$ cat config.mk
export PLATFORM = sky130hd
export DESIGN_NAME = align_ctrl
export DESIGN_NICKNAME = d
export VERILOG_FILES = /design/src/rtl/align_ctrl.sv
export SDC_FILE = /design/constraint.sdc
export NUM_CORES = 1
export LEC_CHECK = 0
export CORE_MARGIN = 1.5
export CORE_UTILIZATION = 40
export DETAILED_ROUTE_END_ITERATION = 6
export PLACE_DENSITY = 0.69
export SLEW_MARGIN = 20
export SYNTH_ARGS = -nofsm -noshare
export SYNTH_HDL_FRONTEND = slang
export SYNTH_SLANG_ARGS = --single-unit
export TNS_END_PERCENT = 50
$ cat constraint.sdc
create_clock -name CLK -period 3.85 [get_ports CLK]
set_input_delay 0.77 -clock CLK [delete_from_list [all_inputs] [get_ports CLK]]
set_output_delay 0.77 -clock CLK [all_outputs]
set_load 0.05 [all_outputs]
$ cat src/rtl/align_ctrl.sv
// Link bring-up sequencer for the 64-bit word aligner: PHY init pulse, sync hunt,
// frame verification and lock supervision. Optional macro: ALIGN_CTRL_AUTO_RELOCK_EN.
module align_ctrl #(
  parameter int INIT_CYC  = 16,
  parameter int HUNT_TO   = 1024,
  parameter int FRAME_LEN = 64,
  parameter int VERIFY_N  = 4,
  parameter int LOSS_N    = 3,
  parameter int MAX_RETRY = 7
) (
  input  logic        CLK,
  input  logic        RSTX,
  input  logic        START,
  input  logic        ALIGNED,
  input  logic        DVALID,
  input  logic [63:0] DIN,
  output logic        PHY_INIT,
  output logic        LINK_UP,
  output logic        FAIL,
  output logic        SYNC_ERR,
  output logic [7:0]  RETRY,
  output logic [2:0]  STATE_DBG
);

  localparam logic [63:0] SYNC_WORD = 64'hF731_8CEF_137F_FEC8;
  localparam int PW = (FRAME_LEN > 1) ? $clog2(FRAME_LEN) : 1;
  localparam int IW = (INIT_CYC > 1) ? $clog2(INIT_CYC) : 1;

  localparam logic [IW-1:0] INIT_LAST  = IW'(INIT_CYC - 1);
  localparam logic [10:0]   HUNT_LAST  = 11'(HUNT_TO - 1);
  localparam logic [PW-1:0] POS_LAST   = PW'(FRAME_LEN - 1);
  localparam logic [PW-1:0] POS_ONE    = PW'(1);
  localparam logic [3:0]    VERIFY_CNT = 4'(VERIFY_N);
  localparam logic [3:0]    LOSS_CNT   = 4'(LOSS_N);
  localparam logic [7:0]    RETRY_MAX  = 8'(MAX_RETRY);

  typedef enum logic [2:0] {
    S_IDLE   = 3'd0,
    S_INIT   = 3'd1,
    S_HUNT   = 3'd2,
    S_VERIFY = 3'd3,
    S_LOCKED = 3'd4,
    S_FAIL   = 3'd5,
    S_LOST   = 3'd6
  } state_t;

  state_t        state_q, state_d;
  logic [IW-1:0] init_q, init_d;
  logic [10:0]   hunt_q, hunt_d;
  logic [PW-1:0] pos_q, pos_d;
  logic [3:0]    good_q, good_d;
  logic [3:0]    miss_q, miss_d;
  logic [7:0]    retry_q, retry_d;
  logic          sync_err_d;
  logic          attempt_fail;
  logic          loss;
  logic          sync_hit;
  logic          frame_chk;
  logic [PW-1:0] pos_inc;
  logic [7:0]    retry_inc;

  // DVALID is a valid-only qualifier (the aligner cannot be stalled): a word is
  // consumed on every cycle with DVALID=1, and DIN is don't-care otherwise.
  assign sync_hit  = DVALID && (DIN == SYNC_WORD);
  assign frame_chk = DVALID && (pos_q == '0);
  assign pos_inc   = (pos_q == POS_LAST) ? '0 : pos_q + 1'b1;
  assign retry_inc = (retry_q == 8'hFF) ? retry_q : retry_q + 8'd1;

  always_comb begin
    state_d      = state_q;
    init_d       = init_q;
    hunt_d       = hunt_q;
    pos_d        = pos_q;
    good_d       = good_q;
    miss_d       = miss_q;
    retry_d      = retry_q;
    sync_err_d   = 1'b0;
    attempt_fail = 1'b0;
    loss         = 1'b0;

    if (START) begin
      state_d = S_INIT;
      init_d  = '0;
      retry_d = '0;
    end else begin
      case (state_q)
        S_IDLE: ;
        S_INIT: begin
          if (init_q == INIT_LAST) begin
            state_d = S_HUNT;
            hunt_d  = '0;
          end else begin
            init_d = init_q + 1'b1;
          end
        end
        S_HUNT: begin
          if (DVALID) begin
            if (ALIGNED && sync_hit) begin
              state_d = S_VERIFY;
              pos_d   = POS_ONE;
              good_d  = 4'd1;
            end else if (hunt_q == HUNT_LAST) begin
              attempt_fail = 1'b1;
            end else begin
              hunt_d = hunt_q + 11'd1;
            end
          end
        end
        S_VERIFY: begin
          if (!ALIGNED) begin
            attempt_fail = 1'b1;
          end else if (DVALID) begin
            pos_d = pos_inc;
            if (frame_chk) begin
              if (sync_hit) begin
                good_d = good_q + 4'd1;
                if (good_q + 4'd1 == VERIFY_CNT) begin
                  state_d = S_LOCKED;
                  miss_d  = '0;
                end
              end else begin
                attempt_fail = 1'b1;
              end
            end
          end
        end
        S_LOCKED: begin
          if (DVALID) pos_d = pos_inc;
          if (frame_chk) begin
            if (sync_hit) begin
              miss_d = '0;
            end else begin
              miss_d     = miss_q + 4'd1;
              sync_err_d = 1'b1;
              if (miss_q + 4'd1 == LOSS_CNT) loss = 1'b1;
            end
          end
          if (!ALIGNED) loss = 1'b1;
        end
        S_FAIL: ;
`ifndef ALIGN_CTRL_AUTO_RELOCK_EN
        S_LOST: ;
`endif
        default: state_d = S_IDLE;
      endcase

      if (attempt_fail) begin
        retry_d = retry_inc;
        init_d  = '0;
        state_d = (retry_inc == RETRY_MAX) ? S_FAIL : S_INIT;
      end

      if (loss) begin
`ifdef ALIGN_CTRL_AUTO_RELOCK_EN
        state_d = S_INIT;
        init_d  = '0;
        retry_d = '0;
`else
        state_d = S_LOST;
`endif
      end
    end
  end

  // Outputs are decoded from the next state so they switch with the state register.
  always_ff @(posedge CLK or negedge RSTX) begin
    if (!RSTX) begin
      state_q  <= S_IDLE;
      init_q   <= '0;
      hunt_q   <= '0;
      pos_q    <= '0;
      good_q   <= '0;
      miss_q   <= '0;
      retry_q  <= '0;
      PHY_INIT <= 1'b0;
      LINK_UP  <= 1'b0;
      FAIL     <= 1'b0;
      SYNC_ERR <= 1'b0;
    end else begin
      state_q  <= state_d;
      init_q   <= init_d;
      hunt_q   <= hunt_d;
      pos_q    <= pos_d;
      good_q   <= good_d;
      miss_q   <= miss_d;
      retry_q  <= retry_d;
      PHY_INIT <= (state_d == S_INIT);
      LINK_UP  <= (state_d == S_LOCKED);
      FAIL     <= (state_d == S_FAIL);
      SYNC_ERR <= sync_err_d;
    end
  end

  assign RETRY     = retry_q;
  assign STATE_DBG = state_q;

endmodule

### Word level (Yosys, flattened, before mapping)

Cells that the tools add are included.

| storage, ports and cells | value |
|---|---|
| register bits | 44 |
| output and inout bits | 15 |
| logic and storage cells | 127 |
| input bits | 69 |

| operators by class | value |
|---|---|
| reduce and logical (&&, ||, !) cells | 17 |
| muxes and demuxes | 63 |
| add/sub/neg operators | 6 |
| bitwise gates (word level) | 1 |
| eq/ne operators | 29 |

Operators by type and width:

| cell | number |
|---|---|
| 2-to-1 mux 4 bit | 17 |
| == test 64 bit (second input constant) | 1 |
| 2-to-1 mux 11 bit | 4 |
| 2-to-1 mux 3 bit | 12 |
| 2-to-1 mux 6 bit | 5 |
| 2-to-1 mux 8 bit | 3 |
| inequality test 2 bit (second input constant) | 11 |
| case mux 11 bit (2 select lines) | 1 |
| case mux 6 bit (3 select lines) | 1 |
| 2-to-1 mux 1 bit | 16 |
| case mux 4 bit (2 select lines) | 2 |
| AND reduction 8 bit | 2 |
| == test 3 bit (second input constant) | 5 |
| adder 4 x 1 -> 4 bit (second input constant) | 3 |
| case mux 3 bit (4 select lines) | 1 |
| adder 11 x 1 -> 11 bit (second input constant) | 1 |
| == test 11 x 10 -> 1 bit (second input constant) | 1 |
| adder 8 x 1 -> 8 bit (second input constant) | 1 |
| == test 8 x 3 -> 1 bit (second input constant) | 1 |
| == test 8 bit (second input constant) | 1 |
| nonzero test 2 bit | 4 |
| adder 6 x 1 -> 6 bit (second input constant) | 1 |
| == test 3 x 1 -> 1 bit (second input constant) | 2 |
| == test 3 x 2 -> 1 bit (second input constant) | 2 |
| 15 further kinds | 18 |

### Depth between registers and ports, before layout

| depth | value |
|---|---|
| depth in word-level cells | 12 |
| gate-level depth with buffers | 11 |
| depth with buffers taken out | 9 |

### Least setup slack after synthesis

No wires, ideal clock.

| timing path | value |
|---|---|
| kind | input port to flip-flop |
| start | input port DIN[31] |
| end | register pos_q[5] |
| slack | 0.740 ns |
| required time | 3.731 ns |
| data arrival time | 2.991 ns |
| buffers on the path | 1 |
| cell stages on the path | 8 |
| library setup time | 0.119 ns |
| path through | or4b_1 or4_4 nor4_4 nand2_1 o31a_1 buf_2 o32a_1 and2_1 |

| on the way | value |
|---|---|
| cells in the longest elaborated chain, start to end | 5 |

Ends and longest elaborated chain:

| element | RTL line | source |
|---|---|---|
| from (decl) | 16 | `input logic [63:0] DIN,` |
| == test 64 bit | 64 | `assign sync_hit = DVALID && (DIN == SYNC_WORD);` |
| logical AND 1 bit | 64 |  |
| logical AND 1 bit | 98 | `if (ALIGNED && sync_hit) begin` |
| inequality test 2 bit (no source line) | -- |  |
| AND reduction 5 bit (no source line) | -- |  |
| to (signal assigned) | 183 | `pos_q <= pos_d;` |
| to (decl) | 50 | `logic [PW-1:0] pos_q, pos_d;` |

No other way between the ends.
A chain may end at the register's enable or synchronous reset.

### Final worst setup path

| timing path | value |
|---|---|
| start | input port DIN[31] |
| end | register good_q[0] |

| on the way | value |
|---|---|
| cells in the longest elaborated chain, start to end | 5 |
| elaborated cells on any way between the ends | 6 |
| those cells by class | eq/ne: 3; reduce/logical: 3 |

Ends and longest elaborated chain:

| element | RTL line | source |
|---|---|---|
| == test 64 bit * | 64 |  |
| logical AND 1 bit * | 64 |  |
| logical AND 1 bit | 98 |  |
| inequality test 2 bit (no source line) | -- |  |
| AND reduction 8 bit (no source line) * | -- |  |
| to (signal assigned) | 184 | `good_q <= good_d;` |
| to (decl) | 51 | `logic [3:0] good_q, good_d;` |

Every way passes the cells marked *; elsewhere a longest branch is shown, timed or not.

==> reports/metrics.yaml <==
yosysTopAreaCell: "dfrtp_1"
nNetsFinal: 489
slew_headroom_pct: 61.8
coreArea_um2: 6940
criticalPathCategory: "in2reg"
synthTopCellsByArea: "dfrtp_1 38%, o21ai_0 4.6%, nand2_1 4.0%, ha_1 3.9%, nand3_1 2.9%"
end_kind: "flip-flop"
synth_edf_count: 0
leakagePower_nw: 1.54
cts_tree: "done"
r2r_slack_ns: 0.83
ant_nets: 0
post_cts_buffers: 0
wl_mm: 7.60
crit_path_start_kind: "input port"
worstPathMaxFanout: 8
cts_resized: 0
syn_inst: 332
synth_area_um2: 2920
antennaDiodeCount: 0
antenna_found_initial: 0
grt_max_degree: 45
crit_path_start: "DIN[31]"
arrival_ns: 3.48
dieWidth_um: 88.5
n_fill_cell: 608
globalRouteTotalUtil_pct: 20.7
yosysMostFrequentCell: "dfrtp_1"
min_path_type: "in2async"
crit_path_end: "good_q[0]"
viasPerCell: 5.51
ios: 84
place_congestion: 0.812
place_ws_ns: 0.238
ctsHoldBuffers: 0
start_util_pct: 42.1
drv_slew: 0
clkTransAtPathRegs_ns: 0.08
worst_slack_ns: 0.540
reg2reg_from: "pos_q[0]"
rsz0062_at_grt: "no"
clock-sinks: 44
overflow: 0
min_period_over_period_pct: 86.0
synth_ff_type: "dfrtp_1"
grt_pass1_wl_mm: 12.8
ys_top_cells_by_count: "44 x dfrtp_1, 31 x nand2_1, 27 x o21ai_0"
numCtsBuffers: 5
syn_nets: 410
synth_top_cell_area_share_pct: 37.7
power.density_nw_per_um2: 231
ys_ff_latch: 44
seq_area_frac_synth_pct: 37.7
maxCapViolCount: 0
post-route-drc-count: 0
cts-root-buf: "clkbuf_8"
fin_skew_ns: 0.00528
final.min_clock_period_ns: 3.31
vias: 2795
fin_total_pwr_mw: 0.906
synthToLayoutAreaGrowth_pct: 34.1
yosysUniqueCellTypes: 65
drive_gt1_share_pct: 6.33
drt_iter0_drc: 182
async_reset_ff_share_pct: 100
die_area_um2: 7830
rows: 30
clkLatencyLatePin_ns: 0.30
ys_warn_count: 0
setup_viol: 0
worst_pin_slew_ns: 0.573
wire_per_inst_um: 15.0
die_h_um: 88.5
tns_ns: 0
clockBufferDepth: 2
required_ns: 4.02
grt_pass1_vias: 2674
avgSynthCellArea_um2: 8.81
hold_viol: 0
drt_pass1_iterations: 4
max-vdd-ir-drop_uv: 150
reg2reg_to: "miss_q[3]"
io_buffers: 83
hpwl_mm: 5.81
reg2reg_depth: 8
timing.fmax_ghz: 0.302
status: "complete, no violations"
htreeDepth: 2
sequential cells by signal, summed over array words and instances, names as in the netlist:
name,cells
init_q,4
pos_q,6
RETRY,8
LINK_UP,1
miss_q,4
good_q,4
FAIL,1
STATE_DBG,3
hunt_q,11
SYNC_ERR,1
PHY_INIT,1
final cells by class:
| cell class | instances | area (µm²) | area share, % |
|---|---|---|---|
| clock buffers | 6 | 72.6 | 1.85 |
| clock inverters | 1 | 5.00 | 0.128 |
| inverters | 12 | 45.0 | 1.15 |
| multi-input cells | 259 | 1700 | 43.4 |
| flip-flops and latches | 44 | 1100 | 28.1 |
| well taps | 96 | 120 | 3.06 |
| repair buffers | 89 | 873 | 22.3 |
cells by family (layout without fill, tap and decap cells):
kind of cell / Yosys count / in the layout / share of synthesized area (%)
AOI/OAI and AO/OA: 80 / 80 / 18.3
xor gates and xnor gates: 6 / 6 / 1.80
adders and majority gates: 9 / 9 / 3.85
buffers and inverters: 29 / 108 / 4.11
DFF: 44 / 44 / 37.7
muxes: 6 / 6 / 2.10
and+or+nand+nor: 158 / 158 / 32.2
placed cells by master, fill, tap and decap left out, types with 3 or more instances in the layout:
master and count:
nor3_1 8, and4_1 3, o31ai_1 3, dfrtp_1 44, inv_1 12, nor2_1 22, nand2_1 31, clkdlybuf4s50_1 82
nor3b_1 4, and3_1 7, nor4b_1 3, buf_4 7, or3_1 4, a21o_1 4, o41ai_1 3, a31oi_1 6
ha_1 9, or4_1 5, o311ai_0 3, o211ai_1 3, or4_4 3, mux2i_1 5, nor2b_1 8, nand4_1 10
and2_1 4, clkbuf_8 5, a21oi_1 10, and4b_1 3, nand3_1 17, o21ai_0 27, nor4bb_1 4, xor2_1 4
nand2b_1 7
report_power, final:
part           internal [mW]  total (mW)  switching (mW)
combinational         0.0867       0.138          0.0512
sequential             0.473       0.489          0.0160
clock                  0.124       0.279           0.156
critical path: stages:
cell and delay [ns]:
clkdlybuf4s50_1 0.40, or4b_1 0.52, or4_4 0.57, nor4_4 0.22, nand3_2 0.17, a2111o_1 0.53, o21ai_0 0.19, o21ai_0 0.12
per-layer routing:
layer | share of wire (%) | wire length [µm] | up-vias | track usage, %
li1 | - | - | 1399 | -
met1 | 49 | 3700 | 1345 | 28.9
met2 | 48 | 3640 | 43 | 34.6
met3 | 2.7 | 204 | 8 | 2.89
met4 | 0.75 | 57 | 0 | 3.84
met5 | 0 | 0 | - | 0
how the worst min path moves through the flow:
stage	start	endpoint	slack, ns	depth (start not counted)
after floorplan	hunt_q[9]	hunt_q[9]	0.45	1
after global placement	hunt_q[9]	hunt_q[9]	0.48	1
after detailed placement	hunt_q[9]	hunt_q[9]	0.48	1
after CTS	hunt_q[9]	hunt_q[9]	0.49	1
after global routing	RSTX	pos_q[3]	0.50	1
final	RSTX	pos_q[0]	0.45	1
stage by stage:
| stage | hold slack, ns | cells | instance area, µm² | util, % |
|---|---|---|---|---|
| after CTS | 0.493 | 507 | 3920 | 56.4 |
| after global routing | 0.502 | 507 | 3920 | 56.5 |
| final | 0.455 | 507 | 3920 | 56.5 |
| after detailed placement | 0.480 | 500 | 3840 | 55.3 |
| after floorplan | 0.450 | 332 | 2920 | - |
| after global placement | 0.484 | 500 | 3840 | 55.3 |
No activity file was read; power rests on OpenSTA's default activity.
